File: config.mk
export PLATFORM = sky130hd
export DESIGN_NAME = fetch_stage
export DESIGN_NICKNAME = d
export VERILOG_FILES = /design/src/rtl/fetch_stage.sv
export SDC_FILE = /design/constraint.sdc
export NUM_CORES = 1
export LEC_CHECK = 0
export BUFFER_PORTS_ARGS = -buffer_cell sky130_fd_sc_hd__buf_2
export CAP_MARGIN = 20
export CORE_ASPECT_RATIO = 1.2
export CORE_UTILIZATION = 35
export CTS_CLUSTER_DIAMETER = 50
export DETAILED_ROUTE_END_ITERATION = 16
export PLACE_DENSITY = 0.64
export REMOVE_ABC_BUFFERS = 1
export SLEW_MARGIN = 10
export SYNTH_ARGS = -nofsm -noshare
export SYNTH_HDL_FRONTEND = slang
export SYNTH_SLANG_ARGS = --single-unit
File: constraint.sdc
create_clock -name CLK -period 2.2 [get_ports CLK]
set_clock_uncertainty 0.1 [all_clocks]
set_input_delay 0.44 -clock CLK [delete_from_list [all_inputs] [get_ports CLK]]
set_output_delay 0.44 -clock CLK [all_outputs]
set_load 0.005 [all_outputs]
File: src/rtl/fetch_stage.sv
// Instruction-fetch stage: program counter, instruction-memory addressing and the
// IF/ID pipeline register, with stall, flush, branch redirect and end-of-program halt.
module fetch_stage #(
  parameter int              WL       = 32,
  parameter int              IM_DEPTH = 13,
  parameter logic [WL-1:0]   RESET_PC = '0
) (
  input  logic          CLK,
  input  logic          RST,
  input  logic          StallF,
  input  logic          StallD,
  input  logic          FlushD,
  input  logic          PCSrcD,
  input  logic [WL-1:0] PCBranchD,
  output logic [WL-1:0] IMA,
  input  logic [WL-1:0] IMRD,
  output logic [WL-1:0] InstrD,
  output logic [WL-1:0] PCD,
  output logic [WL-1:0] PCPlus1D,
  output logic          ValidD,
  output logic          HaltF
);

  localparam logic [WL-1:0] IM_LIMIT = WL'(IM_DEPTH);
  localparam logic [WL-1:0] ONE      = WL'(1);

  logic [WL-1:0] pcf_q, pcf_d;
  logic [WL-1:0] instr_q, instr_d;
  logic [WL-1:0] pcd_q, pcd_d;
  logic [WL-1:0] pc_plus1_q, pc_plus1_d;
  logic          valid_q, valid_d;

  logic          halt_f;
  logic [WL-1:0] pcf_plus1;
  logic [WL-1:0] fetch_instr;

  // Once the PC runs off the end of the program, fetch is parked and emits bubbles.
  assign halt_f      = (pcf_q >= IM_LIMIT);
  assign pcf_plus1   = pcf_q + ONE;
  assign fetch_instr = halt_f ? '0 : IMRD;

  assign IMA      = pcf_q;
  assign HaltF    = halt_f;
  assign InstrD   = instr_q;
  assign PCD      = pcd_q;
  assign PCPlus1D = pc_plus1_q;
  assign ValidD   = valid_q;

  // A stalled PC ignores a redirect; the hazard unit re-presents it later.
  always_comb begin
    pcf_d = pcf_q;
    if (StallF) begin
      pcf_d = pcf_q;
    end else if (PCSrcD) begin
      pcf_d = PCBranchD;
    end else if (halt_f) begin
      pcf_d = pcf_q;
    end else begin
      pcf_d = pcf_plus1;
    end
  end

  always_comb begin
    instr_d    = instr_q;
    pcd_d      = pcd_q;
    pc_plus1_d = pc_plus1_q;
    valid_d    = valid_q;
    if (StallD) begin
      instr_d    = instr_q;
      pcd_d      = pcd_q;
      pc_plus1_d = pc_plus1_q;
      valid_d    = valid_q;
    end else if (FlushD) begin
      instr_d    = '0;
      pcd_d      = '0;
      pc_plus1_d = '0;
      valid_d    = 1'b0;
    end else begin
      instr_d    = fetch_instr;
      pcd_d      = pcf_q;
      pc_plus1_d = pcf_plus1;
      valid_d    = ~halt_f;
    end
  end

  always_ff @(posedge CLK) begin
    if (RST) begin
      pcf_q      <= RESET_PC;
      instr_q    <= '0;
      pcd_q      <= '0;
      pc_plus1_q <= '0;
      valid_q    <= 1'b0;
    end else begin
      pcf_q      <= pcf_d;
      instr_q    <= instr_d;
      pcd_q      <= pcd_d;
      pc_plus1_q <= pc_plus1_d;
      valid_q    <= valid_d;
    end
  end

endmodule
# After elaboration in Yosys (flattened, before gate mapping)

Cells that the tools add are included.
Widths: inputs -> output; s select.

Register bits: 129
Bits of input ports: 70

Add/sub/neg operators: 1
$lt $le $gt $ge: 1
Equality and inequality tests: 1
Multiplexer cells: 7
Bitwise logic cells: 2
Reduce and logical (&&, ||, !) cells: 1

Operators with widths:

| operator              | count |
|---|---|
| $mux 32               | 6 |
| $add 32x1->32 const B | 1 |
| $ge 32x4->1 const B   | 1 |
| $ne 2x2->1 const B    | 1 |
| $not 1->1             | 2 |
| $reduce_and 2->1      | 1 |
| $mux 1                | 1 |

# Depth between registers and ports, before layout

Word-level depth: 3
Mapped depth: 8
Depth with buffers taken out: 7

# Worst setup path before layout

OpenSTA, ideal clock, no wires.

Kind: register to register
From: reg pcf_q[0], in the netlist IMA[0]
To: reg pcf_q[3], in the netlist IMA[3]
Arrival: 1.860 ns
Data required time: 2.026 ns
Path slack: 0.165 ns
Cell stages (with the launch flop): 8
Buffers on the path: 0
Cells stage by stage: dfxtp_1 inv_1 ha_1 nor2b_1 o2111ai_2 nor2_1 or3b_2 a31oi_1

Cells in the longest elaborated chain, start to end: 3
Elaborated cells on any way between the ends: 6

RTL lines:

| item                                         | RTL line | text |
|---|---|---|
| start: declaration                           | 27       | `logic [WL-1:0] pcf_q, pcf_d;` |
| start signal: assignment                     | 94       | `pcf_q <= pcf_d;` |
| $add 32x1->32 or $ge 32x4->1 (tied branches) | 39, 38   |  |
| $mux 32 or $ne 2x2->1 (tied branches)        | n/a      |  |
| $mux 32 or $reduce_and 2->1 (tied branches)  | n/a      |  |

Several ways; a longest one is shown, not always the timed one. The select of a mux whose other input is x is not followed.
A chain may end at the register's enable or synchronous reset.

# Final worst setup path

From: reg pcf_q[4], in the netlist IMA[4]
To: out HaltF

Cells in the longest elaborated chain, start to end: 1

RTL lines:

| item             | RTL line | text |
|---|---|---|
| $ge 32x4->1      | 38       | `assign halt_f = (pcf_q >= IM_LIMIT);` |
| end: declaration | 21       | `output logic HaltF` |

No other way between the ends.

==> results.ini <==
[setup_path]
start_kind = register
arrival_ns = 1.64
path_class = register to output pin
cp-end-kind = output pin
r2r_cells = 10
cp_max_fo = 6
worst_ep_required_time_ns = 1.66

[flow_run]
cap_violations = 0

[sta]
min_period_over_period_pct = 99.0
rsz0062_at_grt = true
final-hold-violation-count = 0
worst_pin_slew_ns = 0.664
max_freq_mhz = 459
slew_headroom_pct = 55.5
slew_viol_final = 0
report.final.setup_viol = 0
fin_crit_ns = 2.18
setup_ws_ns = 0.0221

[global_route]
grt_usage_pct = 21.1
first_global_vias = 5188
grt_overflow_total = 0
grt_max_degree = 109
grt_pass1_wl_um = 27300
antenna_found_initial = 1

[synthesis]
synth_cell_types = 47
synth_top_area_share_pct = 45.5
ys.flop_type = dfxtp_1
syn_area_per_cell_um2 = 8.88
synth_top_area_cell = dfxtp_1
yosysSeqAreaShare_pct = 45.5
synth_edf_count = 0
synth_area_um2 = 5680
synth-async-reset-ratio_pct = 0
ys_top_cells_by_area = dfxtp_1 (45%), a22oi_2 (6.4%), a21oi_1 (5.7%)
yosysWarnings = 0
netlist_instances = 640
synth_seq_cells = 129

[detailed_routing]
drt-initial-drc-count = 227
met3WireLength_um = 1100
detail_route.wl_per_cell_um = 16.3
met2_length_um = 8490
route.detailed.drc = 0
firstDrtPassIters = 4
vias = 5401
wl_met1_um = 7600
routed_wl_um = 17600
antenna_left = 0
vias_per_cell = 5.01
routed.top_layer = met5

[placed_design]
place_congestion = 0.777
port_buffers = 199
dpl.hpwl_um = 11900
dp_slack_ns = 0.0987

[cells_and_area]
nets = 929
area_growth_syn_to_layout_pct = 39.4
diodes = 0
final_common_cell = buf_2
final_util_pct = 50.3
final_cell_mix = buf_2 (197), dfxtp_1 (122), a21oi_1 (65)
drive_gt1_share_pct = 42.2

[die]
start_util_pct = 36.0
core_um2 = 15800
die-area_um2 = 16700
ios = 200
die_h_um = 142
fp.dieW_um = 118
rows = 50

[clocking]
cts_tree = built
h-tree-depth = 4
cts_buffers = 17
clockBufferDepth = 2
cts.sinks = 129
cts_hold_buf = 0
cts-root-buf = clkbuf_16
cts.clk_slew.worst_paths_ns = 0.06
insertion_delay_ns = 0.42

[hold_path]
min_path_cells = 3
hp-class = input port to register

[power_and_ir_drop]
seqPwrFrac_pct = 39.6
ir_drop_uv = 555
p_clk_share_pct = 49.8
p_sw_w = 0.00148
netSwitchingFraction_pct = 24.1
p_int_w = 0.00469
power_density_nw_per_um2 = 779
p_leak_nw = 3.33
p_comb_share_pct = 10.6

[run_status]
status = completed

==> per-stage QoR <==
| stage | instances | total power, W | hold WS, ns | area, µm² | TNS [ns] |
|---|---|---|---|---|---|
| 3_3_place_gp | 1036 | 0.00308 | 0.338 | 7070 | 0 |
| 6_report | 1077 | 0.00617 | 0.138 | 7920 | 0 |
| 3_5_place_dp | 1036 | 0.00309 | 0.339 | 7070 | 0 |
| 4_1_cts | 1071 | 0.00622 | 0.121 | 7800 | -0.0413 |
| 5_1_grt | 1077 | 0.00640 | 0.126 | 7920 | -0.199 |
| 2_1_floorplan | 583 | 0.00271 | 0.342 | 5410 | -18.79 |
==> cells in the mapped netlist, types with 2 or more instances <==
cell type	n
dfxtp_1	129
and4_1	3
ha_1	3
buf_2	10
buf_1	2
nand2_1	33
and3_1	2
nand4_1	16
nor3b_1	30
nor2b_1	3
clkbuf_1	38
nand3_1	35
a22oi_1	11
o21ai_0	46
mux2i_1	7
buf_4	3
nor4_4	3
xor2_1	16
nor2_1	64
or3_1	2
xnor2_1	13
buf_6	4
a21oi_1	65
a22oi_2	29
nor2_2	29
nor3_1	13
nor4_2	2
nor4_1	5
inv_1	6
==> registers in the layout (all words and copies together), names as in the netlist <==
name	flops
ValidD	1
InstrD	32
PCPlus1D	32
PCD	32
IMA	32
==> cells by family (layout without fill, tap and decap cells) <==
kind of cell               after synthesis  count (layout)  share of synthesized area (%)
and+or+nand+nor                        246             246                           23.7
AOI/OAI and AO/OA                      162             162                           19.3
DFF                                    129             129                           45.5
buffers and inverters                   64             293                           5.18
xor gates and xnor gates                29              29                           4.47
muxes                                    7               7                           1.23
adders and majority gates                3               3                          0.661
==> cell type report <==
type                       instances  area, µm²
fill                            1539       7840
multi-input combinational        447       2900
sequential                       129       2600
timing repair buffer             254       1490
clock buffer                      18        429
tap                              208        260
clock inverter                    14        214
inverter                           7       26.3
==> path summary, 6_finish.rpt <==
| check | startpoint | end | slack, ns |
|---|---|---|---|
| setup / recovery | IMA[4] | HaltF | 0.02 |
| hold / removal | IMRD[15] | InstrD[15] | 0.14 |
| setup reg to reg | IMA[17] | InstrD[21] | 0.07 |
| hold reg to reg | PCPlus1D[18] | PCPlus1D[18] | 0.35 |
==> power by group through the flow <==
stage	clock network, W	registers [W]	logic, W
after floorplan	0	0.00251	0.000197
after global placement	0	0.00249	0.000595
after detailed placement	0	0.00249	0.000597
after CTS	0.00314	0.00244	0.000635
after global routing	0.00324	0.00245	0.000710
final	0.00307	0.00244	0.000653
==> critical path, cell delays in order, from the launching register on <==
cell,delay (ns)
dfxtp_4,0.36
nor4_4,0.37
nand4_4,0.16
nor2_4,0.16
inv_1,0.05
buf_2,0.12
==> layer usage <==
metal  up-vias  track usage (%)
met1      2523             25.0
li1       2685                -
met2       164             35.7
met3        27             6.19
met5         -                0
met4         2             8.37
==> what timing repair did <==
item | 4_1_cts | 5_1_grt
buffers inserted | 3 | 4
resized for setup | 14 | 16
cloned | 0 | 2
setup endpoints to repair | 1 | 14
pin swaps | 5 | 6
No activity file was read; power rests on OpenSTA's default activity.
